File: src/rtl/nn_collector_pkg.sv
// Shared types for the NN output collector: pairing FSM states and the aligned
// column-pair word layout.
package nn_collector_pkg;

    localparam int unsigned DATA_W_DEFAULT = 16;

    typedef struct packed {
        logic signed [DATA_W_DEFAULT-1:0] col2;
        logic signed [DATA_W_DEFAULT-1:0] col1;
    } pair_t;

    typedef enum logic {
        IDLE,
        HALF
    } pair_state_t;

endpackage

File: src/rtl/nn_output_collector_fifo.sv
// collector_fifo: generic first-word-fall-through FIFO; head is driven straight
// from registered storage and reads as zero while empty.
module collector_fifo #(
    parameter int unsigned DEPTH = 8,
    parameter int unsigned W     = 32
) (
    input  logic                     clk,
    input  logic                     rst,
    input  logic                     flush,
    input  logic                     push,
    input  logic [W-1:0]             push_data,
    input  logic                     pop,
    output logic                     full,
    output logic                     empty,
    output logic [$clog2(DEPTH):0]   level,
    output logic [W-1:0]             head
);

    localparam int unsigned AW = $clog2(DEPTH);

    logic [W-1:0]  mem [DEPTH];
    logic [AW-1:0] rd_ptr;
    logic [AW-1:0] wr_ptr;
    logic [AW:0]   count;
    logic          push_ok;
    logic          pop_ok;

    assign empty   = (count == '0);
    assign full    = (count == (AW+1)'(DEPTH));
    assign pop_ok  = pop && !empty;
    // A pop in the same cycle frees the slot, so a push into a full FIFO still lands.
    assign push_ok = push && (!full || pop_ok);
    assign level   = count;
    assign head    = empty ? '0 : mem[rd_ptr];

    always_ff @(posedge clk) begin
        if (!rst || flush) begin
            rd_ptr <= '0;
            wr_ptr <= '0;
            count  <= '0;
        end else begin
            if (push_ok)
                wr_ptr <= wr_ptr + 1'b1;
            if (pop_ok)
                rd_ptr <= rd_ptr + 1'b1;
            case ({push_ok, pop_ok})
                2'b10:   count <= count + 1'b1;
                2'b01:   count <= count - 1'b1;
                default: count <= count;
            endcase
        end
    end

    always_ff @(posedge clk) begin
        if (rst && !flush && push_ok)
            mem[wr_ptr] <= push_data;
    end

endmodule

File: src/rtl/nn_output_collector.sv
// Re-aligns skewed column-1/column-2 activations into {col2,col1} words and
// queues them for the host. Optional counters: define NN_COLLECTOR_STATS_EN.
module nn_output_collector
    import nn_collector_pkg::*;
#(
    parameter int unsigned DEPTH  = 8,
    parameter int unsigned DATA_W = DATA_W_DEFAULT
) (
    input  logic                     clk,
    input  logic                     rst,
    input  logic [DATA_W-1:0]        col_data_1,
    input  logic                     col_valid_1,
    input  logic [DATA_W-1:0]        col_data_2,
    input  logic                     col_valid_2,
    input  logic                     flush,
    output logic [2*DATA_W-1:0]      out_data,
    output logic                     out_valid,
    input  logic                     out_ready,
    output logic [$clog2(DEPTH):0]   level,
    output logic                     overflow,
`ifdef NN_COLLECTOR_STATS_EN
    output logic [15:0]              drop_count,
    output logic [15:0]              pair_count,
`endif
    output logic                     orphan
);

    pair_state_t         state;
    pair_state_t         state_next;
    logic [DATA_W-1:0]   hold1;
    logic                push;
    logic [2*DATA_W-1:0] push_word;
    logic                orphan_set;
    logic                hold_load;
    logic                fifo_full;
    logic                fifo_empty;
    logic                drop;

    always_ff @(posedge clk) begin
        if (!rst || flush)
            state <= IDLE;
        else
            state <= state_next;
    end

    always_comb begin
        state_next = state;
        case (state)
            IDLE:    if (col_valid_1 && !col_valid_2) state_next = HALF;
            HALF:    if (col_valid_2 && !col_valid_1) state_next = IDLE;
            default: state_next = IDLE;
        endcase
    end

    always_comb begin
        push       = 1'b0;
        push_word  = '0;
        orphan_set = 1'b0;
        hold_load  = 1'b0;
        case (state)
            IDLE: begin
                if (col_valid_1 && col_valid_2) begin
                    push      = 1'b1;
                    push_word = {col_data_2, col_data_1};
                end else if (col_valid_1) begin
                    hold_load = 1'b1;
                end else if (col_valid_2) begin
                    push       = 1'b1;
                    push_word  = {col_data_2, {DATA_W{1'b0}}};
                    orphan_set = 1'b1;
                end
            end
            HALF: begin
                hold_load = col_valid_1;
                if (col_valid_2) begin
                    push      = 1'b1;
                    push_word = {col_data_2, hold1};
                end else if (col_valid_1) begin
                    // New column-1 sample while the held one is still unpaired.
                    push       = 1'b1;
                    push_word  = {{DATA_W{1'b0}}, hold1};
                    orphan_set = 1'b1;
                end
            end
            default: ;
        endcase
    end

    always_ff @(posedge clk) begin
        if (!rst || flush)
            hold1 <= '0;
        else if (hold_load)
            hold1 <= col_data_1;
    end

    collector_fifo #(
        .DEPTH (DEPTH),
        .W     (2*DATA_W)
    ) u_fifo (
        .clk       (clk),
        .rst       (rst),
        .flush     (flush),
        .push      (push),
        .push_data (push_word),
        .pop       (out_ready),
        .full      (fifo_full),
        .empty     (fifo_empty),
        .level     (level),
        .head      (out_data)
    );

    assign out_valid = !fifo_empty;
    assign drop      = push && fifo_full && !out_ready;

    always_ff @(posedge clk) begin
        if (!rst || flush) begin
            overflow <= 1'b0;
            orphan   <= 1'b0;
        end else begin
            if (drop)
                overflow <= 1'b1;
            if (orphan_set)
                orphan <= 1'b1;
        end
    end

`ifdef NN_COLLECTOR_STATS_EN
    always_ff @(posedge clk) begin
        if (!rst || flush) begin
            drop_count <= '0;
            pair_count <= '0;
        end else begin
            if (drop && drop_count != '1)
                drop_count <= drop_count + 1'b1;
            if (push && !drop)
                pair_count <= pair_count + 1'b1;
        end
    end
`endif

endmodule

File: config.mk
export PLATFORM = sky130hd
export DESIGN_NAME = nn_output_collector
export DESIGN_NICKNAME = d
export VERILOG_FILES = /design/src/rtl/nn_collector_pkg.sv /design/src/rtl/nn_output_collector_fifo.sv /design/src/rtl/nn_output_collector.sv
export SDC_FILE = /design/constraint.sdc
export NUM_CORES = 1
export LEC_CHECK = 0
export BUFFER_PORTS_ARGS = -buffer_cell sky130_fd_sc_hd__buf_2
export CORE_MARGIN = 1
export CORE_UTILIZATION = 56
export CTS_BUF_LIST = sky130_fd_sc_hd__clkbuf_2 sky130_fd_sc_hd__clkbuf_4 sky130_fd_sc_hd__clkbuf_8
export CTS_CLUSTER_DIAMETER = 60
export DETAILED_ROUTE_END_ITERATION = 10
export GPL_ROUTABILITY_DRIVEN = 1
export HOLD_SLACK_MARGIN = 0.12
export PLACE_DENSITY = 0.82
export SETUP_SLACK_MARGIN = 0.1
export SLEW_MARGIN = 20
export SYNTH_ARGS = -nofsm -noshare
export SYNTH_HDL_FRONTEND = slang
export SYNTH_HIERARCHICAL = 1
export SYNTH_SLANG_ARGS = --single-unit
File: constraint.sdc
create_clock -name clk -period 4.1 [get_ports clk]
set_input_delay 0.615 -clock clk [delete_from_list [all_inputs] [get_ports clk]]
set_output_delay 0.615 -clock clk [all_outputs]
set_load 0.005 [all_outputs]
* Word-level counts from Yosys, hierarchy flattened *
Memories as Yosys holds them, arrays and structs flattened. A register that Yosys moved wholly into a read port is not among the register bits.
Cells that the tools add are included.

storage, ports and cells
  logic and storage cells = 62
  memory bits (writable) = 256
  output and inout bits = 39
  input bits = 38
  flip-flop bits (word level) = 29
  memories = 1

cells by class
  reductions and logical operators = 20
  mux-type cells = 26
  add/subtract/negate cells = 4
  bitwise gates (word level) = 1
  equality and inequality tests = 3

memories
  name        depth  width  rd ports  clocked after memory_dff  write ports  line                            text
  u_fifo.mem  8      32     1         1                         1            nn_output_collector_fifo.sv:21  logic [W-1:0] mem [DEPTH];

operator list
  kind                                              number
  two-way mux 32 bit                                5
  one-hot mux 32 bit (2 select lines)               1
  two-way mux 16 bit                                1
  two-way mux 1 bit                                 12
  logical AND 1 bit                                 9
  one-hot mux 1 bit (2 select lines)                4
  one-hot mux 4 bit (2 select lines)                1
  logical NOT 1 bit                                 7
  adder 3 x 1 -> 3 bit, second input constant       2
  two-way mux 3 bit                                 2
  adder 4 x 1 -> 4 bit, second input constant       1
  == test 4 bit, second input constant              1
  logical NOT 4 bit                                 1
  subtractor 4 x 1 -> 4 bit, second input constant  1
  == test 2 x 1 -> 1 bit, second input constant     1
  == test 2 bit, second input constant              1
  logical OR 1 bit                                  2
  nonzero test 2 bit                                1
  NOT 1 bit                                         1

* Longest topological paths before layout *
  depth after elaboration = 8
  gate-level depth with buffers = 10
  depth with buffers taken out = 9

* Modules after synthesis *
Netlist, hierarchy kept.

modules (own cells, without submodules)
  module               sequential area each (µm²)  cells each  area an instance (µm²)  times used
  collector_fifo       7947.6                      490         10413.7                 1
  nn_output_collector  380.4                       130         1094.8                  1

* Least setup slack after synthesis *
No wires, ideal clock.

  kind = input to register
  start point = in col_valid_2
  end point = mem u_fifo.mem[1][0] (enable)
  required time = 3.639 ns
  setup time = 0.461 ns
  path buffers = 1
  path slack = -0.123 ns
  arrival time = 3.762 ns
  cell stages on the path = 5
  cell sequence = clkbuf_1 > a21o_1 > o21ai_2 > or3_1 > nor3_1

on the way
  word-level cells in the longest chain between the ends = 8
  elaborated cells on any way between the ends = 10
  those cells by class = mux (7); reduce/logical (3)

ends and longest elaborated chain
  what                                         line                            text
  start, declared                              nn_output_collector.sv:14       input logic col_valid_2,
  two-way mux 1 bit                            nn_output_collector.sv:67       end else if (col_valid_2) begin
  two-way mux 1 bit                            nn_output_collector.sv:65       end else if (col_valid_1) begin
  two-way mux 1 bit                            nn_output_collector.sv:62       if (col_valid_1 && col_valid_2) begin
  one-hot mux 1 bit (2 select lines) (*)       nn_output_collector.sv:60       case (state)
  named net push                               nn_output_collector.sv:31       logic push;
  logical AND 1 bit (*)                        nn_output_collector_fifo.sv:32  assign push_ok = push && (!full || pop_ok);
  logical AND 1 bit (*)                        nn_output_collector_fifo.sv:55  if (rst && !flush && push_ok)
  two-way mux 1 bit (*)                        nn_output_collector_fifo.sv:55
  two-way mux 1 bit (implied by the code) (*)  nn_output_collector_fifo.sv:56  mem[wr_ptr] <= push_data;
  end, declared                                nn_output_collector_fifo.sv:21

The timed path passes the listed nets; every way through them passes the cells marked *.

==> run summary <==
Status - complete, no violations
Buffers added on ports - 76
Min Tclk post-route - 3.229 ns
Fin. max-slew vios - 0
Starting Density - 0.5706
Fraction of registers with async set/reset - 0
Mapped Cells - 620
GRT Overall Usage - 0.2148
Root buf cell - clkbuf_8
Hold Path Class - input pin to flip-flop
Congestion Overflow GR - 0
Dpl cell area - 0.01229 sq mm
Peak supply drop - 0.2532 mV
Global-route wire length before repair - 34,390 um
Die H - 145.4 um
Overall power - 0.005883 W
Main synth FF type - edfxtp_1
PD cells - 445.9 mW/mm^2
Fin. Hold Viols - 0
Storage cell area - 0.008334 sq mm
DIE AREA - 0.02113 sq mm
Worst-path maximum fanout - 38
I/O pins - 77
H-tree Lvls - 2
Layout cell share with drive strength beyond 1 - 0.3338
Antenna Cells - 0
RSZ-0062 raised after global routing - false
Vias per cell - 5.927
Yosys warnings - 6
Area of the multi-input gates - 0.003047 sq mm
Commonest non-fill, non-tap cells in the layout - edfxtp_1 (256), buf_2 (76), mux4_2 (64)
DR DRC count - 0
Cell count after placement - 941
Clock Latency Late Sink - 0.56 ns
Synth-to-Final Area Change - 14.63%
DRT antenna net count - 0
Die X - 145.4 um
CTS resizes - 0
Path type of the worst setup path - flip-flop to primary output
# rows - 52
Non-filler cells, final - 1,022
Largest net degree at the start of global routing - 39
Final number of setup-violating endpoints - 0
Clk sinks - 288
P_leak - 4.390 nW
DR vias - 6,057
Design area - 0.01319 sq mm
Final period util - 0.7875
Setup TNS Final - 0 ns
Core Box Area - 0.02017 sq mm
Clock-pin slew on the worst setup and hold paths - 0.06 ns
CTS Buf Count - 44
Worst Path Arrival - 2.61 ns
Number of global-route vias before repair - 6,305
Post-synthesis sequential area ratio - 0.7236
CTS tree - built
WL/cell - 21.19 um
Final setup skew - 0.04553 ns
Routed WL - 21,660 um
Commonest non-fill, non-tap cell in the layout - edfxtp_1
Final net count - 760
CTS max path bufs - 3
Hold slack - 0.3362 ns
Syn_area_per_cell - 18.56 sq um
RD Place Congestion - 0.7725
Cell Area, Synth - 0.01151 sq mm
FMAX - 309.7 MHz
Relative slew margins - 0.4369
Cts hold-fix bufs - 0
Worst endpoint required time - 3.48 ns
Drt first pass iters - 7
Netlist cell types - 41
MaxCap Viol Count - 0
Worst Tran Pin Value - 0.8447 ns
Seq cells post-synth - 288
Worst Setup End Kind - primary output
Post-CTS Setup Bufs - 0
Initial antenna violation count - 0
Startpoint type of the worst setup path - flip-flop
EDFF count, synth - 256
FILL cells - 1,344
Hpwl dp - 12,850 um
Post-synth net total - 663
Detailed Route Iter0 Violations - 457
[where the power goes]
part | leakage, nW | switching (W) | total, W | internal (W)
registers | 2.64 | 0.0000190 | 0.00323 | 0.00321
logic | 1.27 | 0.000168 | 0.000288 | 0.000120
clock network | 0.478 | 0.00106 | 0.00237 | 0.00131
[per-layer routing]
layer  up-vias  GRT usage  routed length, um
li1       2675          -                  -
met1      3102     0.3006               8979
met2       241     0.3459              10700
met3        39    0.03699               1503
met4         0    0.07737                480
met5         -          0                  0
[cell usage after synthesis, drive strengths merged, types with 2 or more instances]
| cell type | n | share of area |
|---|---|---|
| a22o | 16 | 0.012 |
| a31oi | 2 | 0.0011 |
| nand2 | 19 | 0.0062 |
| nand3b | 3 | 0.0020 |
| clkbuf | 12 | 0.0039 |
| nand4 | 17 | 0.0092 |
| ha | 4 | 0.0043 |
| nor3 | 3 | 0.0013 |
| or3 | 3 | 0.0016 |
| o21bai | 2 | 0.0013 |
| mux2i | 35 | 0.030 |
| o21ai | 19 | 0.012 |
| nand2b | 7 | 0.0038 |
| inv | 8 | 0.0026 |
| edfxtp | 256 | 0.67 |
| a211oi | 3 | 0.0030 |
| xor2 | 3 | 0.0023 |
| o21a | 2 | 0.0013 |
| xnor2 | 4 | 0.0030 |
| and2 | 18 | 0.010 |
| dfxtp | 32 | 0.056 |
| a21oi | 3 | 0.0013 |
| buf | 25 | 0.012 |
| nor2 | 51 | 0.018 |
| mux4 | 64 | 0.13 |
[critical path: stages (launching register included)]
cell	delay, ns
dfxtp_4	0.69
buf_12	0.37
mux4_2	0.55
mux2i_1	0.21
nor2_1	0.08
buf_2	0.15
[flip-flops by register name, indices dropped and copies added (netlist names), named ones only]
name	count
hold1	16
state	1
u_fifo/mem	256
u_fifo/rd_ptr	3
u_fifo/wr_ptr	3
overflow	1
u_fifo/level	4
orphan	1
[through the flow]
step           setup WS (ns)  utilization
3_5_place_dp          0.9703       0.6093
4_1_cts               0.7562       0.6538
3_3_place_gp           1.075       0.6093
5_1_grt               0.6641       0.6541
6_report              0.8711       0.6541
2_1_floorplan         0.7344            -
[final cells by class]
cell class / instances / area share
well taps: 270 / 0.02561
multi-input cells: 287 / 0.2309
repair buffers: 88 / 0.04135
flip-flops and latches: 288 / 0.6317
inverters: 8 / 0.002276
clock buffers: 52 / 0.05188
clock inverters: 29 / 0.01622
[logic make-up after synthesis]
group                    synth area share
AO/OA/AOI/OAI                     0.03533
buffers and inverters             0.01892
flip-flops                         0.7236
XOR/XNOR                         0.005327
multiplexers                       0.1557
adder cells (fa/ha/maj)          0.006089
AND/OR/NAND/NOR                   0.05501
[worst paths after layout]
path | start | slack, ns | to | depth (start not counted)
setup / recovery | flip-flop | 0.87 | out_data[23] | 5
hold / removal | col_data_1[15] | 0.34 | hold1[15] | 3
setup reg to reg | u_fifo/level[1] | 1.54 | u_fifo/mem[5][29] | 5
hold reg to reg | hold1[5] | 0.46 | hold1[5] | 2
No activity file was read; power rests on OpenSTA's default activity.
